## src/rtl/imem_boot_loader.sv

```systemverilog
// Boot loader: receives a framed byte stream, writes little-endian 32-bit words into
// instruction memory from address 0, verifies a mod-256 checksum and then releases core reset.
module imem_boot_loader #(
  parameter int unsigned ADDR_W    = 8,
  parameter int unsigned MAX_WORDS = 256
) (
  input  logic              clk,
  input  logic              rst,
  input  logic              start,
  input  logic              in_valid,
  input  logic [7:0]        in_data,
  output logic              in_ready,
  output logic              im_we,
  output logic [ADDR_W-1:0] im_addr,
  output logic [31:0]       im_wdata,
  output logic              core_rst,
  output logic              done,
  output logic              err
);

  localparam int unsigned CNT_W = ADDR_W + 1;

  localparam logic [2:0] S_IDLE  = 3'd0;
  localparam logic [2:0] S_LEN0  = 3'd1;
  localparam logic [2:0] S_LEN1  = 3'd2;
  localparam logic [2:0] S_DATA  = 3'd3;
  localparam logic [2:0] S_WRITE = 3'd4;
  localparam logic [2:0] S_CSUM  = 3'd5;
  localparam logic [2:0] S_DONE  = 3'd6;
  localparam logic [2:0] S_ERR   = 3'd7;

  logic [2:0]        state_q,    state_d;
  logic [15:0]       len_q,      len_d;
  logic [CNT_W-1:0]  word_cnt_q, word_cnt_d;
  logic [1:0]        idx_q,      idx_d;
  logic [7:0]        sum_q,      sum_d;
  logic [31:0]       word_q,     word_d;
  logic              in_ready_q, in_ready_d;
  logic              im_we_q,    im_we_d;
  logic [ADDR_W-1:0] im_addr_q,  im_addr_d;
  logic [31:0]       im_wdata_q, im_wdata_d;
  logic              core_rst_q, core_rst_d;
  logic              done_q,     done_d;
  logic              err_q,      err_d;
  logic              xfer;

  assign xfer = in_valid & in_ready_q;

  // State register and all registered outputs
  always_ff @(posedge clk) begin
    if (!rst) begin
      state_q    <= S_IDLE;
      len_q      <= '0;
      word_cnt_q <= '0;
      idx_q      <= '0;
      sum_q      <= '0;
      word_q     <= '0;
      in_ready_q <= 1'b0;
      im_we_q    <= 1'b0;
      im_addr_q  <= '0;
      im_wdata_q <= '0;
      core_rst_q <= 1'b1;
      done_q     <= 1'b0;
      err_q      <= 1'b0;
    end else begin
      state_q    <= state_d;
      len_q      <= len_d;
      word_cnt_q <= word_cnt_d;
      idx_q      <= idx_d;
      sum_q      <= sum_d;
      word_q     <= word_d;
      in_ready_q <= in_ready_d;
      im_we_q    <= im_we_d;
      im_addr_q  <= im_addr_d;
      im_wdata_q <= im_wdata_d;
      core_rst_q <= core_rst_d;
      done_q     <= done_d;
      err_q      <= err_d;
    end
  end

  // Next-state and next-output logic; outputs are derived from the next state so they
  // line up with the state they describe
  always_comb begin
    state_d    = state_q;
    len_d      = len_q;
    word_cnt_d = word_cnt_q;
    idx_d      = idx_q;
    sum_d      = sum_q;
    word_d     = word_q;
    im_we_d    = 1'b0;
    im_addr_d  = im_addr_q;
    im_wdata_d = im_wdata_q;

    case (state_q)
      S_IDLE, S_DONE, S_ERR: begin
        if (start) begin
          state_d    = S_LEN0;
          word_cnt_d = '0;
          idx_d      = '0;
          sum_d      = '0;
        end
      end
      S_LEN0: begin
        if (xfer) begin
          len_d   = {len_q[15:8], in_data};
          state_d = S_LEN1;
        end
      end
      S_LEN1: begin
        if (xfer) begin
          len_d = {in_data, len_q[7:0]};
          if (len_d > 16'(MAX_WORDS)) begin
            state_d = S_ERR;
          end else if (len_d == 16'd0) begin
            state_d = S_CSUM;
          end else begin
            state_d = S_DATA;
          end
        end
      end
      S_DATA: begin
        if (xfer) begin
          word_d[{idx_q, 3'b000} +: 8] = in_data;
          sum_d = sum_q + in_data;
          idx_d = idx_q + 2'd1;
          if (idx_q == 2'd3) begin
            state_d    = S_WRITE;
            im_we_d    = 1'b1;
            im_addr_d  = word_cnt_q[ADDR_W-1:0];
            im_wdata_d = word_d;
          end
        end
      end
      S_WRITE: begin
        idx_d = '0;
        if (16'(word_cnt_q) + 16'd1 == len_q) begin
          state_d = S_CSUM;
        end else begin
          word_cnt_d = word_cnt_q + CNT_W'(1);
          state_d    = S_DATA;
        end
      end
      S_CSUM: begin
        if (xfer) begin
          state_d = (in_data == sum_q) ? S_DONE : S_ERR;
        end
      end
      default: state_d = S_IDLE;
    endcase

    in_ready_d = (state_d == S_LEN0) || (state_d == S_LEN1) ||
                 (state_d == S_DATA) || (state_d == S_CSUM);
    core_rst_d = (state_d != S_DONE);
    done_d     = (state_d == S_DONE);
    err_d      = (state_d == S_ERR);
  end

  assign in_ready = in_ready_q;
  assign im_we    = im_we_q;
  assign im_addr  = im_addr_q;
  assign im_wdata = im_wdata_q;
  assign core_rst = core_rst_q;
  assign done     = done_q;
  assign err      = err_q;

endmodule

```

## config.mk

```make
export PLATFORM = sky130hd
export DESIGN_NAME = imem_boot_loader
export DESIGN_NICKNAME = d
export VERILOG_FILES = /design/src/rtl/imem_boot_loader.sv
export SDC_FILE = /design/constraint.sdc
export NUM_CORES = 1
export LEC_CHECK = 0
export CAP_MARGIN = 40
export CORE_AREA = 2 2 101 103
export DETAILED_ROUTE_END_ITERATION = 10
export DIE_AREA = 0 0 103 105
export GPL_TIMING_DRIVEN = 0
export HOLD_SLACK_MARGIN = 0.06
export PLACE_DENSITY = 0.8
export SYNTH_ARGS = -nofsm -noshare
export SYNTH_HDL_FRONTEND = slang
export SYNTH_SLANG_ARGS = --single-unit
```

## constraint.sdc

```tcl
create_clock -name clk -period 2.9 [get_ports clk]
set_input_delay 0.435 -clock clk [delete_from_list [all_inputs] [get_ports clk]]
set_output_delay 0.435 -clock clk [all_outputs]
set_load 0.005 [all_outputs]
```

== Word-level counts from Yosys, hierarchy flattened ==
Cells that the tools add are included.

* Word-level logic and storage cells: 87
* Register bits after elaboration: 115
* Output and inout port bits: 45
* Memory bits (read-only): 0
* Memories: 0
* Bits in latches: 0
* Bits of input ports: 12
* Bits in writable memories: 0

* Muxes and demuxes: 25
* Add/sub/neg operators: 5
* Reduce and logical (&&, ||, !) cells: 17
* Magnitude comparators: 1
* Multiply operators: 0
* Eq/ne operators: 20
* Bitwise logic cells: 3
* Shifts and indexed selects: 2
* Div/mod/pow operators: 0

{| class="wikitable"
|+ Operators by type and width
! cell !! number
|-
| 32-bit bitwise mux || 1
|-
| 16-bit case mux with 2 select lines || 1
|-
| 8-bit by 7-bit variable shift with 32-bit output (first input constant) || 1
|-
| 8-bit by 7-bit variable part select with 32-bit output || 1
|-
| 3-bit 2-to-1 mux || 9
|-
| 8-bit 2-to-1 mux || 3
|-
| 3-bit == test (second input constant) || 7
|-
| 3-bit AND reduction || 7
|-
| 9-bit 2-to-1 mux || 2
|-
| 3-bit case mux with 6 select lines || 1
|-
| 9-bit case mux with 2 select lines || 1
|-
| 10-bit by 16-bit == test with 1-bit output || 1
|-
| 16-bit by 9-bit greater-than comparator with 1-bit output (second input constant) || 1
|-
| 16-bit zero test || 1
|-
| 16-bit 2-to-1 mux || 1
|-
| 8-bit case mux with 2 select lines || 1
|-
| 3-bit by 2-bit == test with 1-bit output (second input constant) || 4
|-
| 9-bit by 1-bit adder with 10-bit output (second input constant) || 1
|-
| 9-bit by 1-bit adder with 9-bit output (second input constant) || 1
|-
| 8-bit adder || 1
|-
| 8-bit == test || 1
|-
| 5-bit negator with 7-bit output || 1
|-
| 3-bit by 1-bit == test with 1-bit output (second input constant) || 2
|-
| 2-bit inequality test (second input constant) || 3
|-
| 14 further kinds || 20
|}

== Depth between registers and ports, before layout ==
* Depth after elaboration: 9
* Gate-level depth with buffers: 9
* Mapped depth without buffers: 9

== Worst setup path after synthesis ==
OpenSTA, ideal clock, no wires.

* Path type: flip-flop to flip-flop
* Start: register word_cnt_q[0]
* End: register word_cnt_q[0]
* Arrival: 2.107 ns
* Clock period less this slack: 2.227 ns
* Slack: 0.673 ns
* Library setup time: 0.121 ns
* Stages on the path, launching flop included: 9
* Path buffers: 0
* Data required time: 2.779 ns
* Cell sequence: dfxtp_1 -> ha_1 -> nand3_2 -> or3_4 -> o32a_1 -> nand2_2 -> and4_4 -> nor2_2 -> mux2_2

* Word-level cells in the longest chain between the ends: 4
* Elaborated cells between the ends (all ways): 7
* Classes of those cells: add/sub: 2; eq/ne: 2; mux: 2; reduce/logical: 1

{| class="wikitable"
|+ Ends and longest elaborated chain
! element !! RTL line !! source
|-
| start, declared || 34 || <nowiki>logic [CNT_W-1:0] word_cnt_q, word_cnt_d;</nowiki>
|-
| start signal, assigned || 68 || <nowiki>word_cnt_q <= word_cnt_d;</nowiki>
|-
| 9-bit by 1-bit adder with 10-bit output || 137 || <nowiki>if (16'(word_cnt_q) + 16'd1 == len_q) begin</nowiki>
|-
| 10-bit by 16-bit == test with 1-bit output || 137 ||
|-
| 2-bit inequality test (no source line) || - ||
|-
| 3-bit AND reduction (no source line) || - ||
|}

Parallel ways exist; a longest one is shown, timed or not. The select of a mux whose other input is x is not followed.
A chain may end at the register's enable or synchronous reset.

== Final worst setup path ==
* Start: input in_data[1]
* End: register sum_q[7]

* Word-level cells in the longest chain between the ends: 3

{| class="wikitable"
|+ Ends and longest elaborated chain
! element !! RTL line !! source
|-
| start, declared || 11 || <nowiki>input logic [7:0] in_data,</nowiki>
|-
| 8-bit adder || 125 || <nowiki>sum_d = sum_q + in_data;</nowiki>
|-
| 8-bit 2-to-1 mux || 123 || <nowiki>if (xfer) begin</nowiki>
|-
| 8-bit case mux with 2 select lines || 95 || <nowiki>case (state_q)</nowiki>
|-
| end signal, assigned || 70 || <nowiki>sum_q <= sum_d;</nowiki>
|-
| end, declared || 36 || <nowiki>logic [7:0] sum_q, sum_d;</nowiki>
|}

Every way passes these cells. The select of a mux whose other input is x is not followed.

==> results <==
==> area by class of cell <==
type	instances	area share (%)
inverters	8	0.448
clock inverters	14	3.03
well taps	133	2.49
multi-input cells	478	42.5
plain buffers	43	2.86
diodes	1	0.0374
repair buffers	54	8.07
flip-flops and latches	115	34.4
clock buffers	18	6.24
==> layer usage <==
layer,vias to the layer above,share of wire (%)
li1,2446,-
met2,215,49
met1,2492,42
met4,0,2.6
met5,-,0
met3,44,6.8
==> registers in the layout (all words and copies together) (netlist names) <==
register and count:
im_wdata 32, word_q 32, len_q 16, word_cnt_q 9, im_addr 8, sum_q 8, state_q 3, idx_q 2
core_rst 1, done 1, err 1, im_we 1, in_ready 1
==> metrics by stage <==
step | area [µm²] | total power [µW] | setup WS (ps) | hold WS, ps | cells
floorplan | 5370 | 1790 | 673 | 451 | 644
global placement | 6070 | 1870 | -216 | 444 | 831
detailed placement | 6070 | 1880 | -298 | 447 | 831
CTS | 6690 | 4060 | 205 | 215 | 863
global route | 6700 | 4170 | 69.8 | 241 | 864
finish | 6700 | 4060 | 198 | 225 | 864
==> cells by family (layout without fill, tap and decap cells) <==
logic type | count (synthesis) | after routing | share of synthesized area [%]
mux | 6 | 6 | 1.17
simple gates | 254 | 254 | 23.0
flops | 115 | 115 | 42.9
buf+inv | 51 | 137 | 4.13
fa+ha+maj | 15 | 15 | 3.64
other cells | 0 | 1 | 0
compound gates | 186 | 186 | 22.4
xor+xnor | 17 | 17 | 2.77
==> worst max-delay path, stage by stage <==
cell	delay, ps
sky130_fd_sc_hd__clkdlybuf4s50_1	870
sky130_fd_sc_hd__ha_1	360
sky130_fd_sc_hd__a21o_1	160
sky130_fd_sc_hd__a21oi_1	210
sky130_fd_sc_hd__o21ai_0	170
sky130_fd_sc_hd__o41ai_1	370
sky130_fd_sc_hd__xor2_1	230
sky130_fd_sc_hd__mux2i_1	200
sky130_fd_sc_hd__a21oi_1	70
==> synth_stat cells (3+ instances only) <==
cell / n
sky130_fd_sc_hd__nor3_1: 11
sky130_fd_sc_hd__o211ai_1: 3
sky130_fd_sc_hd__ha_1: 14
sky130_fd_sc_hd__a31oi_1: 3
sky130_fd_sc_hd__xnor2_1: 12
sky130_fd_sc_hd__and2_1: 5
sky130_fd_sc_hd__buf_1: 9
sky130_fd_sc_hd__xor2_1: 5
sky130_fd_sc_hd__or3_1: 3
sky130_fd_sc_hd__or4_1: 3
sky130_fd_sc_hd__o21ai_0: 17
sky130_fd_sc_hd__nand4_1: 4
sky130_fd_sc_hd__nor2_1: 89
sky130_fd_sc_hd__a211oi_1: 64
sky130_fd_sc_hd__nand3_1: 19
sky130_fd_sc_hd__buf_4: 5
sky130_fd_sc_hd__nor4_1: 6
sky130_fd_sc_hd__dfxtp_1: 115
sky130_fd_sc_hd__o21bai_1: 4
sky130_fd_sc_hd__a22oi_1: 9
sky130_fd_sc_hd__buf_2: 3
sky130_fd_sc_hd__nand2_1: 61
sky130_fd_sc_hd__mux2i_1: 4
sky130_fd_sc_hd__clkbuf_1: 25
sky130_fd_sc_hd__nor2b_1: 33
sky130_fd_sc_hd__a21oi_1: 68
sky130_fd_sc_hd__inv_1: 7
==> power by group through the flow <==
stage	clock, µW	sequential, µW	combinational [µW]
floorplan	0	1640	154
global placement	0	1640	230
detailed placement	0	1640	237
CTS	2210	1610	241
global route	2290	1610	267
finish	2200	1610	247
==> worst paths after layout <==
kind	start	to	slack, ps	depth (start not counted)
setup / recovery	in_data[1]	sum_q[7]$_SDFFE_PN0P_	200	9
hold / removal	rst	in_ready$_SDFF_PN0_	230	3
setup reg to reg	word_cnt_q[0]$_SDFFE_PN0P_	word_cnt_q[0]$_SDFFE_PN0P_	330	8
hold reg to reg	im_addr[5]$_SDFFE_PN0P_	im_addr[5]$_SDFFE_PN0P_	450	2
==> flow_summary.yaml <==
status:
  run_status: "finished clean"
routing:
  detail_route.wl_per_cell_um: 17.2
  drtPass1Iterations: 6
  drtAntennaViolNets: 0
  detail_route.drc_violations: 0
  postRouteWirelength_mm: 14.9
  vias_per_cell: 6.02
  detailed_route_iter0_violations: 357
  vias: 5197
floorplanning:
  effective_utilization_at_floorplan_pct: 55.7
  fp.dieW_um: 103
  design.core.area_um2: 9640
  die_h_um: 105
  floorplan.die_area_um2: 10800
  floorplan.io_pins: 57
  row_count: 36
sta:
  clock.fmax_mhz: 370
  max_slew.worst_pin.slew_ps: 930
  setup_viol_count_final: 0
  post-route-period-util_pct: 93.2
  final_hold_viols: 0
  grt_setup_unrepaired: "false"
  final_max_slew_viol_count: 0
  worst_clock_skew_ps: 7.56
  slew_headroom_pct: 37.5
  setup-tns-final_ps: 0
  min_period_ps: 2700
placement:
  post-dp-hpwl_mm: 10.1
  buffer_ports.inserted: 54
  globalplace.congestion: 0.900
global_route:
  antenna_violations_before_repair: 1
  grt_start_max_net_pins: 17
  grt_util_all_layers_pct: 28.7
  met1_usage_pct: 36.0
  vias_in_the_first_global_route: 5100
  globalRouteMet2Util_pct: 46.4
  use_met3_pct: 6.15
  grt_pass1_wl_mm: 24.7
  globalRoute.totalOverflow: 0
  grt.busiest_layer: "met2"
worst_setup_path:
  element_type_at_the_critical_path_start: "input port"
  required_ps: 3280
  path_class: "in2reg"
  crit_arrival_ps: 3090
  timing.critical_path.fanout_max: 9
  timing.critical_path.to_type: "flop"
job:
  max_capacitance_violation_count: 0
synthesis:
  post_synth.cell_area_avg_um2: 8.33
  synthesis.area_um2: 5370
  yosysWarnings: 0
  yosysUniqueCellTypes: 61
  synth-async-reset-ratio_pct: 0
  syn-instance-count: 644
  synth_top_flop_cell: "sky130_fd_sc_hd__dfxtp_1"
  number_of_enable_flip_flop_cells_after_synthesis: 0
  post-synth-top-area-fraction_pct: 42.9
  yosys_register_bits: 115
  synth_seq_area_share_pct: 42.9
  synth.largest_area_cell: "sky130_fd_sc_hd__dfxtp_1"
  post_synthesis_net_count: 671
  synth.area.top_cells: "sky130_fd_sc_hd__dfxtp_1 43%, sky130_fd_sc_hd__a211oi_1 9.0%, sky130_fd_sc_hd__a21oi_1 6.3%"
final_layout:
  area_used_by_multi_input_combinational_logic_um2: 2840
  final_util_pct: 69.5
  finish.net_count: 744
  commonest_non_fill_non_tap_cell_in_the_layout: "sky130_fd_sc_hd__dfxtp_1"
  register_area_um2: 2300
  area_delta_synth_final_pct: 24.8
  filler_cell_count: 760
  final_cell_mix: "115 x sky130_fd_sc_hd__dfxtp_1, 89 x sky130_fd_sc_hd__nor2_1, 68 x sky130_fd_sc_hd__a21oi_1"
  final_layout_size_suffix_gt1_share_pct: 7.67
power_and_ir_drop:
  power_leakage_uw: 0.00229
  power.sequential.fraction_pct: 39.6
  switching_power_uw: 974
  power.ir.vdd_worst_mv: 0.363
  cell_internal_pwr_uw: 3090
  p_per_area_nw_per_um2: 606
  pwr-share-comb_pct: 6.1
  p_sw_share_pct: 24.0
  clock_power_share_pct: 54.3
clock_network:
  ctsLongestPathBuffers: 2
  cts.root.buffer_cell: "sky130_fd_sc_hd__clkbuf_8"
  post_cts_hold_buffer_count: 0
  clk_transition_reported_paths_ps: 60
  cts_post_setup_buffers_inserted: 0
  tritoncts.num_buffers: 17
  cts_sinks: 115
  postCtsResizedCells: 0
  clk-insertion-delay-late_ps: 520
  cts.htree.levels: 4
  cts_tree: "done"
hold_path:
  min_path_type: "in2reg"
Note: power is estimated with default switching activity, not from simulation.
